File: src/rtl/intr_sequencer.sv
// intr_sequencer: CPU-side entry/exit sequencer for the interrupt controller's 6-bit request bus.
// Optional one-level preemption of a normal handler by a fast request: define INTR_NEST_EN.
module intr_sequencer #(
    parameter int                ADDR_W    = 16,
    parameter logic [ADDR_W-1:0] VEC_BASE  = 16'h0100,
    parameter int                VEC_SHIFT = 4
) (
    input  logic              clk,
    input  logic              reset,
    input  logic [5:0]        intr_In,
    input  logic              int_en,
    input  logic              instr_done,
    input  logic              reti,
    input  logic              ctx_ack,
    output logic              ISR_ld,
    output logic              current_ISR_num_ld,
    output logic              ISR_clr,
    output logic              ctx_save_req,
    output logic              ctx_restore_req,
    output logic              vec_valid,
    output logic [ADDR_W-1:0] vector_addr,
    output logic [2:0]        active_idx,
    output logic              in_service,
    output logic [1:0]        nest_depth
);

    typedef enum logic [3:0] {
        S_IDLE, S_WAIT, S_LOAD, S_NUM_LD, S_SAVE, S_SAVE_END,
        S_VECTOR, S_SERVICE, S_RESTORE, S_CLEAR
    } state_t;

    state_t            state_q, state_d;
    logic [2:0]        active_idx_q, active_idx_d;
    logic [ADDR_W-1:0] vector_addr_q, vector_addr_d;
    logic              in_service_q, in_service_d;
    logic [1:0]        nest_depth_q, nest_depth_d;
`ifdef INTR_NEST_EN
    logic [2:0]        stack_q, stack_d;
`endif

    // Lowest set bit wins: bit 0 is the highest-priority fast request.
    function automatic logic [2:0] encode(input logic [5:0] req);
        logic [2:0] idx;
        idx = 3'd0;
        for (int i = 5; i >= 0; i--) begin
            if (req[i]) idx = 3'(i);
        end
        return idx;
    endfunction

    function automatic logic [ADDR_W-1:0] vecAddr(input logic [2:0] idx);
        return VEC_BASE + (ADDR_W'(idx) << VEC_SHIFT);
    endfunction

    always_ff @(posedge clk or posedge reset) begin
        if (reset) begin
            state_q       <= S_IDLE;
            active_idx_q  <= 3'd0;
            vector_addr_q <= '0;
            in_service_q  <= 1'b0;
            nest_depth_q  <= 2'd0;
`ifdef INTR_NEST_EN
            stack_q       <= 3'd0;
`endif
        end else begin
            state_q       <= state_d;
            active_idx_q  <= active_idx_d;
            vector_addr_q <= vector_addr_d;
            in_service_q  <= in_service_d;
            nest_depth_q  <= nest_depth_d;
`ifdef INTR_NEST_EN
            stack_q       <= stack_d;
`endif
        end
    end

    always_comb begin
        state_d            = state_q;
        active_idx_d       = active_idx_q;
        vector_addr_d      = vector_addr_q;
        in_service_d       = in_service_q;
        nest_depth_d       = nest_depth_q;
`ifdef INTR_NEST_EN
        stack_d            = stack_q;
`endif
        ISR_ld             = 1'b0;
        current_ISR_num_ld = 1'b0;
        ISR_clr            = 1'b0;
        ctx_save_req       = 1'b0;
        ctx_restore_req    = 1'b0;
        vec_valid          = 1'b0;

        case (state_q)
            S_IDLE, S_WAIT: begin
                // The index is captured on the way into LOAD so it stays frozen from then on.
                if (!int_en || intr_In == 6'd0) begin
                    state_d = S_IDLE;
                end else if (instr_done) begin
                    state_d      = S_LOAD;
                    active_idx_d = encode(intr_In);
                end else begin
                    state_d = S_WAIT;
                end
            end
            S_LOAD: begin
                ISR_ld  = 1'b1;
                state_d = S_NUM_LD;
            end
            S_NUM_LD: begin
                current_ISR_num_ld = 1'b1;
                nest_depth_d       = nest_depth_q + 2'd1;
                state_d            = S_SAVE;
            end
            S_SAVE: begin
                ctx_save_req = 1'b1;
                if (ctx_ack) state_d = S_SAVE_END;
            end
            S_SAVE_END: begin
                state_d       = S_VECTOR;
                vector_addr_d = vecAddr(active_idx_q);
                in_service_d  = 1'b1;
            end
            S_VECTOR: begin
                vec_valid = 1'b1;
                state_d   = S_SERVICE;
            end
            S_SERVICE: begin
                if (reti) begin
                    state_d = S_RESTORE;
`ifdef INTR_NEST_EN
                end else if (active_idx_q >= 3'd3 && int_en && intr_In[2:0] != 3'd0 && instr_done) begin
                    stack_d      = active_idx_q;
                    active_idx_d = encode({3'd0, intr_In[2:0]});
                    state_d      = S_LOAD;
`endif
                end
            end
            S_RESTORE: begin
                ctx_restore_req = 1'b1;
                if (ctx_ack) state_d = S_CLEAR;
            end
            S_CLEAR: begin
                ISR_clr      = 1'b1;
                nest_depth_d = nest_depth_q - 2'd1;
                in_service_d = 1'b0;
                state_d      = S_IDLE;
`ifdef INTR_NEST_EN
                // Returning from the fast handler resumes the preempted normal one.
                if (nest_depth_q > 2'd1) begin
                    in_service_d  = 1'b1;
                    active_idx_d  = stack_q;
                    vector_addr_d = vecAddr(stack_q);
                    state_d       = S_VECTOR;
                end
`endif
            end
            default: state_d = S_IDLE;
        endcase
    end

    assign vector_addr = vector_addr_q;
    assign active_idx  = active_idx_q;
    assign in_service  = in_service_q;
    assign nest_depth  = nest_depth_q;

endmodule

File: config.mk
export PLATFORM = sky130hd
export DESIGN_NAME = intr_sequencer
export DESIGN_NICKNAME = d
export VERILOG_FILES = /design/src/rtl/intr_sequencer.sv
export SDC_FILE = /design/constraint.sdc
export NUM_CORES = 1
export LEC_CHECK = 0
export CAP_MARGIN = 20
export CORE_ASPECT_RATIO = 0.7
export CORE_MARGIN = 2
export CORE_UTILIZATION = 46
export CTS_BUF_LIST = sky130_fd_sc_hd__clkbuf_4 sky130_fd_sc_hd__clkbuf_8
export CTS_CLUSTER_DIAMETER = 80
export DETAILED_ROUTE_END_ITERATION = 12
export GPL_TIMING_DRIVEN = 1
export PLACE_DENSITY = 0.85
export SLEW_MARGIN = 30
export SYNTH_ARGS = -nofsm -noshare
export SYNTH_HDL_FRONTEND = slang
export SYNTH_SLANG_ARGS = --single-unit
File: constraint.sdc
create_clock -name clk -period 3.5 [get_ports clk]
set_input_delay 0.7 -clock clk [delete_from_list [all_inputs] [get_ports clk]]
set_output_delay 0.7 -clock clk [all_outputs]
set_load 0.005 [all_outputs]
=== Word level (Yosys, flattened, before mapping) ===
Cells that the tools add are included.

* Muxes and demuxes: 20
* Reductions and logical operators: 9
* Bitwise operators: 1
* Equality and inequality tests: 12
* Add/subtract/negate cells: 3

{| class="wikitable"
|+ Operators by type and width
! kind !! count
|-
| 4-bit one-hot mux with 8 select lines || 1
|-
| 3-bit two-way mux || 6
|-
| 4-bit by 3-bit == test with 1-bit output (second input constant) || 4
|-
| 4-bit two-way mux || 3
|-
| 9-bit by 7-bit adder with 10-bit output (first input constant) || 1
|-
| 4-bit by 2-bit == test with 1-bit output (second input constant) || 2
|-
| 4-bit == test (second input constant) || 2
|-
| 6-bit zero test || 1
|-
| 1-bit two-way mux || 6
|-
| 2-bit != test (second input constant) || 3
|-
| 3-bit AND reduction || 2
|-
| 4-bit by 1-bit == test with 1-bit output (second input constant) || 1
|-
| 4-bit zero test || 1
|-
| 2-bit two-way mux || 2
|-
| 2-bit one-hot mux with 2 select lines || 1
|-
| 2-bit nonzero test || 2
|-
| 2-bit by 1-bit adder with 2-bit output (second input constant) || 1
|-
| 1-bit one-hot mux with 2 select lines || 1
|-
| 2-bit OR reduction || 1
|-
| 2-bit by 1-bit subtractor with 2-bit output (second input constant) || 1
|-
| 1-bit zero test || 1
|-
| 1-bit logical OR || 1
|-
| 1-bit NOT || 1
|}

* Word-level logic and storage cells: 50
* Register bits after elaboration: 26

=== Longest topological paths before layout ===
Gate-level depths: netlist (run 1).

* Depth after elaboration: 6
* Depth in mapped cells: 5
* Depth with buffers taken out: 4

=== Worst setup path before layout (run 1) ===
Ideal clock, no wire load.

* Path type: input port to flip-flop
* Start point: in intr_In[2]
* End point: reg state_q[0]
* Arrival: 1726 ps
* Path buffers: 0
* Stages: 4
* Path slack: 1648 ps
* Required time: 3374 ps
* Library setup time: 126 ps
* Cell sequence: or4_4 -> nor3_2 -> nor3b_1 -> o311a_1

* Cells in the longest elaborated chain, start to end: 4

{| class="wikitable"
|+ RTL lines
! item !! line !! source
|-
| start, declared || 10 || <nowiki>input logic [5:0] intr_In,</nowiki>
|-
| 6-bit zero test || 96 || <nowiki>if (!int_en || intr_In == 6'd0) begin</nowiki>
|-
| 1-bit logical OR || 96 ||
|-
| 2-bit two-way mux || 96 ||
|-
| 4-bit one-hot mux with 8 select lines || 93 || <nowiki>case (state_q)</nowiki>
|-
| end signal, assigned || 66 || <nowiki>state_q <= state_d;</nowiki>
|-
| end, declared || 32 || <nowiki>state_t state_q, state_d;</nowiki>
|}

No other way between the ends.
A chain may end at the register's enable or synchronous reset.

=== Final worst setup path (run 1) ===
* Start point: reg state_q[1]
* End point: out ctx_restore_req

* Cells in the longest elaborated chain, start to end: 2

{| class="wikitable"
|+ RTL lines
! item !! line !! source
|-
| 4-bit == test || 93 ||
|-
| 1-bit two-way mux || 93 ||
|-
| end, declared || 19 || <nowiki>output logic ctx_restore_req,</nowiki>
|}

No other way between the ends.

==> results of run 1 <==
synth_stat cells (2+ instances only):
cell,n
nand2_1,8
nor3_1,4
mux2_2,3
buf_4,12
clkbuf_8,3
a21oi_1,5
o31ai_1,2
dfrtp_1,14
nor2_1,7
xnor2_1,2
nand2b_1,4
o21ai_0,2
inv_1,6
nor3_2,2
flip-flops by register name, indices dropped and copies added, names as in the netlist:
name and cells:
vector_addr 4, active_idx 3, nest_depth 2, in_service 1, state_q 4
cells by family after synthesis:
logic type	after synthesis
buffers and inverters	22
XOR/XNOR	2
other	1
multiplexers	3
flip-flops	14
AND/OR/NAND/NOR	32
AO/OA/AOI/OAI	16
critical path, stage by stage, from the launching register on:
cell and delay [ns]:
dfrtp_1 0.53, nand2b_1 0.23, nor3_1 0.31, clkdlybuf4s50_1 0.57
stage by stage:
stage                     hold WS (ns)  utilization, %  std cells  instance area (um^2)
after global routing             0.504            60.4        137                  1110
final                            0.480            60.4        137                  1110
after detailed placement         0.463            59.2        134                  1090
after CTS                        0.482            60.4        137                  1110
after global placement           0.452            59.2        134                  1090
after floorplan                  0.465               -        101                   927
per-layer routing:
metal,global-route usage (%),wire (um),vias to the layer above
met5,0,0,-
met3,7.26,131,3
met1,15.8,721,306
li1,-,-,336
met2,31.1,763,27
met4,4.76,8,0
worst paths after layout:
check	end	slack, ns	cells past startpoint
max	ctx_restore_req	0.88	3
min	vector_addr[8]$_DFFE_PP0P_	0.48	1
max reg2reg	active_idx[1]$_DFFE_PP0P_	1.92	3
min reg2reg	vector_addr[8]$_DFFE_PP0P_	0.48	1
max in group asynchronous	state_q[0]$_DFFE_PP0P_	2.40	2
min in group asynchronous	vector_addr[8]$_DFFE_PP0P_	0.75	2
power groups by stage:
stage | Sequential (mW) | Combinational (mW) | Clock (mW)
floorplan | 0.286 | 0.274 | 0
global placement | 0.331 | 0.354 | 0
detailed placement | 0.337 | 0.366 | 0
CTS | 0.333 | 0.367 | 0.0928
global route | 0.349 | 0.401 | 0.0988
finish | 0.333 | 0.361 | 0.0886
cell type report:
cell class,count,area [um^2]
Fill cell,153,727
Sequential cell,14,350
Tap cell,22,27.5
Multi-Input combinational cell,65,418
Clock buffer,3,22.5
Inverter,6,22.5
Timing Repair Buffer,27,270
==> metrics.csv, run 1 <==
metric,value,unit
Detailed Route WL,1.63,mm
Reg-to-Reg Start,state_q[2]$_DFFE_PP0P_,
Slew headroom,65.0,%
total number of yosys warnings,0,
DR WL/cell,11.9,um
Cell Pwr Density,705,nW/um^2
Post-synth ARST share,100,%
RSZ-0062 raised after global routing,no,
Post-Synth Adder-Cell Area,0,%
final worst slack,0.882,ns
CTS max path bufs,2,
synth top area cells,"dfrtp_1 (40%), buf_4 (10%), clkbuf_8 (4.7%), mux2_2 (3.8%), nand2_1 (3.4%)",
Synth Register Bits,14,
H-Tree Depth,1,
library cells used by synthesis,30,
"most common cell after layout, fill and taps aside",clkdlybuf4s50_1,
TritonRoute pass-1 iters,4,
Post-synth EDFFs,0,
Residual DRC,0,
register area share after synthesis,39.5,%
CTS sink count,14,
crit path kind,register to output port,
DP HPWL,1.31,mm
sw power,0.282,mW
num ports,40,
most frequent cells in the layout,"clkdlybuf4s50_1 (27), dfrtp_1 (14), conb_1 (12)",
simple-gate portion of the synthesized area,21.9,%
Clock power frac,11.3,%
min-delay src,vector_addr[8]$_DFFE_PP0P_,
CP max FO,13,
synthesized area,886,um^2
Chip Width,56.5,um
maximum vdd drop,485,uV
Num CTS Buffers,3,
"CTS clk-pin slew, worst paths",0.08,ns
final hold vios,0,
Clock Tree Root,clkbuf_4,
switching share of power,36.1,%
fraction of synthesized cell area in xor and xnor cells,1.98,%
Via density,4.91,
vias in the first global route,622,
Final #Nets,129,
DRT antenna net count,0,
internal power,0.501,mW
All-Layer GR Usage,15.8,%
largest net degree at the start of global routing,15,
Area growth syn-to-layout,25.4,%
GRT overflow,0,
Pwr Total,0.783,mW
final setup vio count,0,
Initial Util,48.2,%
number of core rows,13,
Worst Tran Pin Value,0.524,ns
post-synth top area share,39.5,%
Port Buf Inserts,27,
"worst slack, placed",1.15,ns
Die Height,40.7,um
hold crit path type,register to register,
layout cell share with drive strength beyond 1,11.3,%
later-pin clock latency in the skew report,0.28,ns
crit start category,register,
sequential share of power,42.6,%
final worst path period need,2.62,ns
Mean Syn Cell Area,9.84,um^2
final setup TNS,0,ns
final slew viol count,0,
routability-driven placement congestion ratio,0.788,
Crit. End Element,output port,
initial antenna violation count,0,
crit path DAT,1.92,ns
Core ar.,1840,um^2
Final Cycle Share,74.8,%
first-pass GRT wire length,2.61,mm
largest family of logic cells by synthesized area,simple AND/OR/NAND/NOR gates,
TritonCTS clock tree,done,
post-CTS sizing,0,
Final Skew,0.00210,ns
Synth area leader,dfrtp_1,
status,finished clean,
compound-cell area share of the yosys netlist,14.4,%
leakage,0.468,nW
crit path launch,state_q[1]$_DFFE_PP0P_,
multiplexer area fraction after synthesis,3.81,%
worst path required time,2.80,ns
Via Count,672,
"Setup Fix Bufs, Post-CTS",0,
Die Area,2300,um^2
cell count after synthesis,90,
Fmax,0.382,GHz
Synth Flop Type,dfrtp_1,
Comb power frac,46.1,%
ant diodes,0,
CTS Hold Bufs,0,
Max Cap Viol,0,
Iter 0 DRT Violations,5,
Power figures use the tool's default switching activity.
==> run 2, diff against run 1 <==
--- a/config.mk
+++ b/config.mk
@@ -8,12 +8,12 @@
 export CAP_MARGIN = 20
 export CORE_ASPECT_RATIO = 0.7
 export CORE_MARGIN = 2
-export CORE_UTILIZATION = 46
+export CORE_UTILIZATION = 42
 export CTS_BUF_LIST = sky130_fd_sc_hd__clkbuf_4 sky130_fd_sc_hd__clkbuf_8
 export CTS_CLUSTER_DIAMETER = 80
 export DETAILED_ROUTE_END_ITERATION = 12
 export GPL_TIMING_DRIVEN = 1
-export PLACE_DENSITY = 0.85
+export PLACE_DENSITY = 0.79
 export SLEW_MARGIN = 30
 export SYNTH_ARGS = -nofsm -noshare
 export SYNTH_HDL_FRONTEND = slang
==> constraint.sdc (replaced) <==
create_clock -name clk -period 2.5 [get_ports clk]
set_input_delay 0.5 -clock clk [delete_from_list [all_inputs] [get_ports clk]]
set_output_delay 0.5 -clock clk [all_outputs]
set_load 0.005 [all_outputs]
==> run 2 against run 1 <==
The run now ends with DRC left. Sequential share of layout area shrank 0.59 points. Clock power increased by 83%. Global-route usage is 0.12 points higher. Final cell count grew 1.5%. Core utilization is 1.5 points lower. Non-clock buffer count up 1. Cell area is 1.9% higher. Clock skew shrank 0.00063 ns. Critical endpoint is now current_ISR_num_ld.
==> metrics.csv, run 2 (same netlist as run 1, synthesis figures left out) <==
metric,value,unit,change
Crit. End Element,output port,,
GRT overflow,0,,unchanged
Clock power frac,14.2,%,+2.9 points
Max Cap Viol,0,,unchanged
Fmax,0.431,GHz,
crit start category,register,,
Via Count,693,,+3.1%
TritonRoute pass-1 iters,7,,+3
Comb power frac,44.6,%,-1.5 points
TritonCTS clock tree,done,,
number of core rows,13,,unchanged
reg2reg setup slack,0.87,ns,-1.05 ns
H-Tree Depth,1,,unchanged
largest net degree at the start of global routing,15,,unchanged
Chip Width,58.9,um,+4.3%
Num CTS Buffers,3,,unchanged
leakage,0.481,nW,+2.7%
CTS max path bufs,2,,unchanged
Die Area,2500,um^2,+8.7%
crit path kind,register to output port,,
final hold vios,0,,unchanged
ant diodes,0,,unchanged
Critical R2R Capture,active_idx[1]$_DFFE_PP0P_,,
Final #Nets,130,,+0.78%
"most common cell after layout, fill and taps aside",clkdlybuf4s50_1,,
layout cell share with drive strength beyond 1,12.8,%,+1.5 points
DRT antenna net count,0,,unchanged
failing checks,DRC,,
Detailed Route WL,1.72,mm,+5.7%
num ports,40,,unchanged
gr busiest metal,met2,,
most frequent cells in the layout,"clkdlybuf4s50_1 (27), dfrtp_1 (14), conb_1 (12)",,
Residual DRC,2,,+2
met3 Use GR,7.10,%,-0.16 points
All-Layer GR Usage,16.0,%,+0.12 points
Via density,4.99,,+1.6%
Clock Tree Root,clkbuf_4,,
Reg-to-Reg Start,state_q[2]$_DFFE_PP0P_,,
Area growth syn-to-layout,27.8,%,
"CTS clk-pin slew, worst paths",0.08,ns,about the same
crit path launch,state_q[3]$_DFFE_PP0P_,,
"Setup Fix Bufs, Post-CTS",0,,unchanged
Final Skew,0.00147,ns,-0.000632 ns
Port Buf Inserts,27,,unchanged
maximum vdd drop,473,uV,-2.5%
sequential share of power,41.3,%,-1.3 points
# fillers,190,,+24%
first-pass GRT wire length,2.93,mm,+12%
final slew viol count,0,,unchanged
Final Util,59.0,%,-1.5 points
CP max FO,12,,-1
post-CTS sizing,0,,unchanged
Core ar.,1920,um^2,+4.4%
routability-driven placement congestion ratio,0.783,,-0.63%
Iter 0 DRT Violations,13,,+8
final setup vio count,0,,unchanged
switching share of power,35.5,%,-0.55 points
later-pin clock latency in the skew report,0.28,ns,about the same
status,"finished, violations left",,
Die Height,42.4,um,+4.2%
CTS sink count,14,,unchanged
GRT met2 Usage,22.9,%,-8.2 points
CTS Hold Bufs,0,,unchanged
final setup TNS,0,ns,unchanged
initial antenna violation count,0,,unchanged
sw power,0.405,mW,+43%
DR WL/cell,12.4,um,+4.1%
vias in the first global route,671,,+7.9%
RSZ-0062 raised after global routing,no,,
DP HPWL,1.35,mm,+3.3%
Worst R2R Path Depth,3,,unchanged
worst path required time,2.00,ns,-0.80 ns
Initial Util,46.2,%,-2.0 points
internal power,0.735,mW,+47%
Final Cycle Share,92.8,%,
end point of the critical path,current_ISR_num_ld,,
crit path DAT,1.82,ns,-0.10 ns
final worst path period need,2.32,ns,
Cell Pwr Density,1010,nW/um^2,+43%
hold crit path type,register to register,,
met1 Track Usage GR,20.8,%,+5.0 points
## run 2: routing by layer
metal  vias up  wire [um]
met1       323        800
met4         0         21
met3         5        145
li1        339          -
met5         -          0
met2        26        749
## run 2: worst min-delay path by stage
stage                                 endpoint  slack [ns]  cells past startpoint                       start
CTS                  nest_depth[1]$_DFFE_PP0P_        0.48                      1   nest_depth[1]$_DFFE_PP0P_
finish               nest_depth[1]$_DFFE_PP0P_        0.48                      1   nest_depth[1]$_DFFE_PP0P_
floorplan            active_idx[0]$_DFFE_PP0P_        0.39                      1                       reset
global route        vector_addr[8]$_DFFE_PP0P_        0.50                      1  vector_addr[8]$_DFFE_PP0P_
global placement    vector_addr[8]$_DFFE_PP0P_        0.46                      1  vector_addr[8]$_DFFE_PP0P_
detailed placement   nest_depth[1]$_DFFE_PP0P_        0.47                      1   nest_depth[1]$_DFFE_PP0P_
## run 2: layout make-up
class | count | area (um^2) | area share (%)
Multi-Input combinational cell | 65 | 418 | 36.9
Sequential cell | 14 | 350 | 30.9
Timing Repair Buffer | 28 | 278 | 24.5
Clock buffer | 4 | 36.3 | 3.20
Tap cell | 22 | 27.5 | 2.43
Inverter | 6 | 22.5 | 1.99
## run 2: critical path, stage by stage, from the launching register on
cell and delay, ns:
dfrtp_1 0.54, nand2b_1 0.25, nor2_1 0.20, clkdlybuf4s50_1 0.54
## run 2: power by group through the flow
stage                     Combinational (mW)  Sequential [mW]  Clock, mW
after floorplan                        0.383            0.400          0
after global placement                 0.502            0.469          0
after detailed placement               0.513            0.471          0
after CTS                              0.515            0.469      0.168
after global routing                   0.566            0.490      0.177
final                                  0.508            0.470      0.162
## run 2: per-stage QoR
| stage | hold slack [ns] | std cells | total power, mW | area, um^2 | setup slack [ns] |
|---|---|---|---|---|---|
| floorplan | 0.389 | 101 | 0.783 | 927 | 0.848 |
| global placement | 0.457 | 135 | 0.971 | 1100 | 0.367 |
| detailed placement | 0.465 | 135 | 0.984 | 1100 | 0.310 |
| CTS | 0.482 | 139 | 1.15 | 1130 | 0.160 |
| global route | 0.496 | 139 | 1.23 | 1130 | 0.0467 |
| finish | 0.478 | 139 | 1.14 | 1130 | 0.180 |
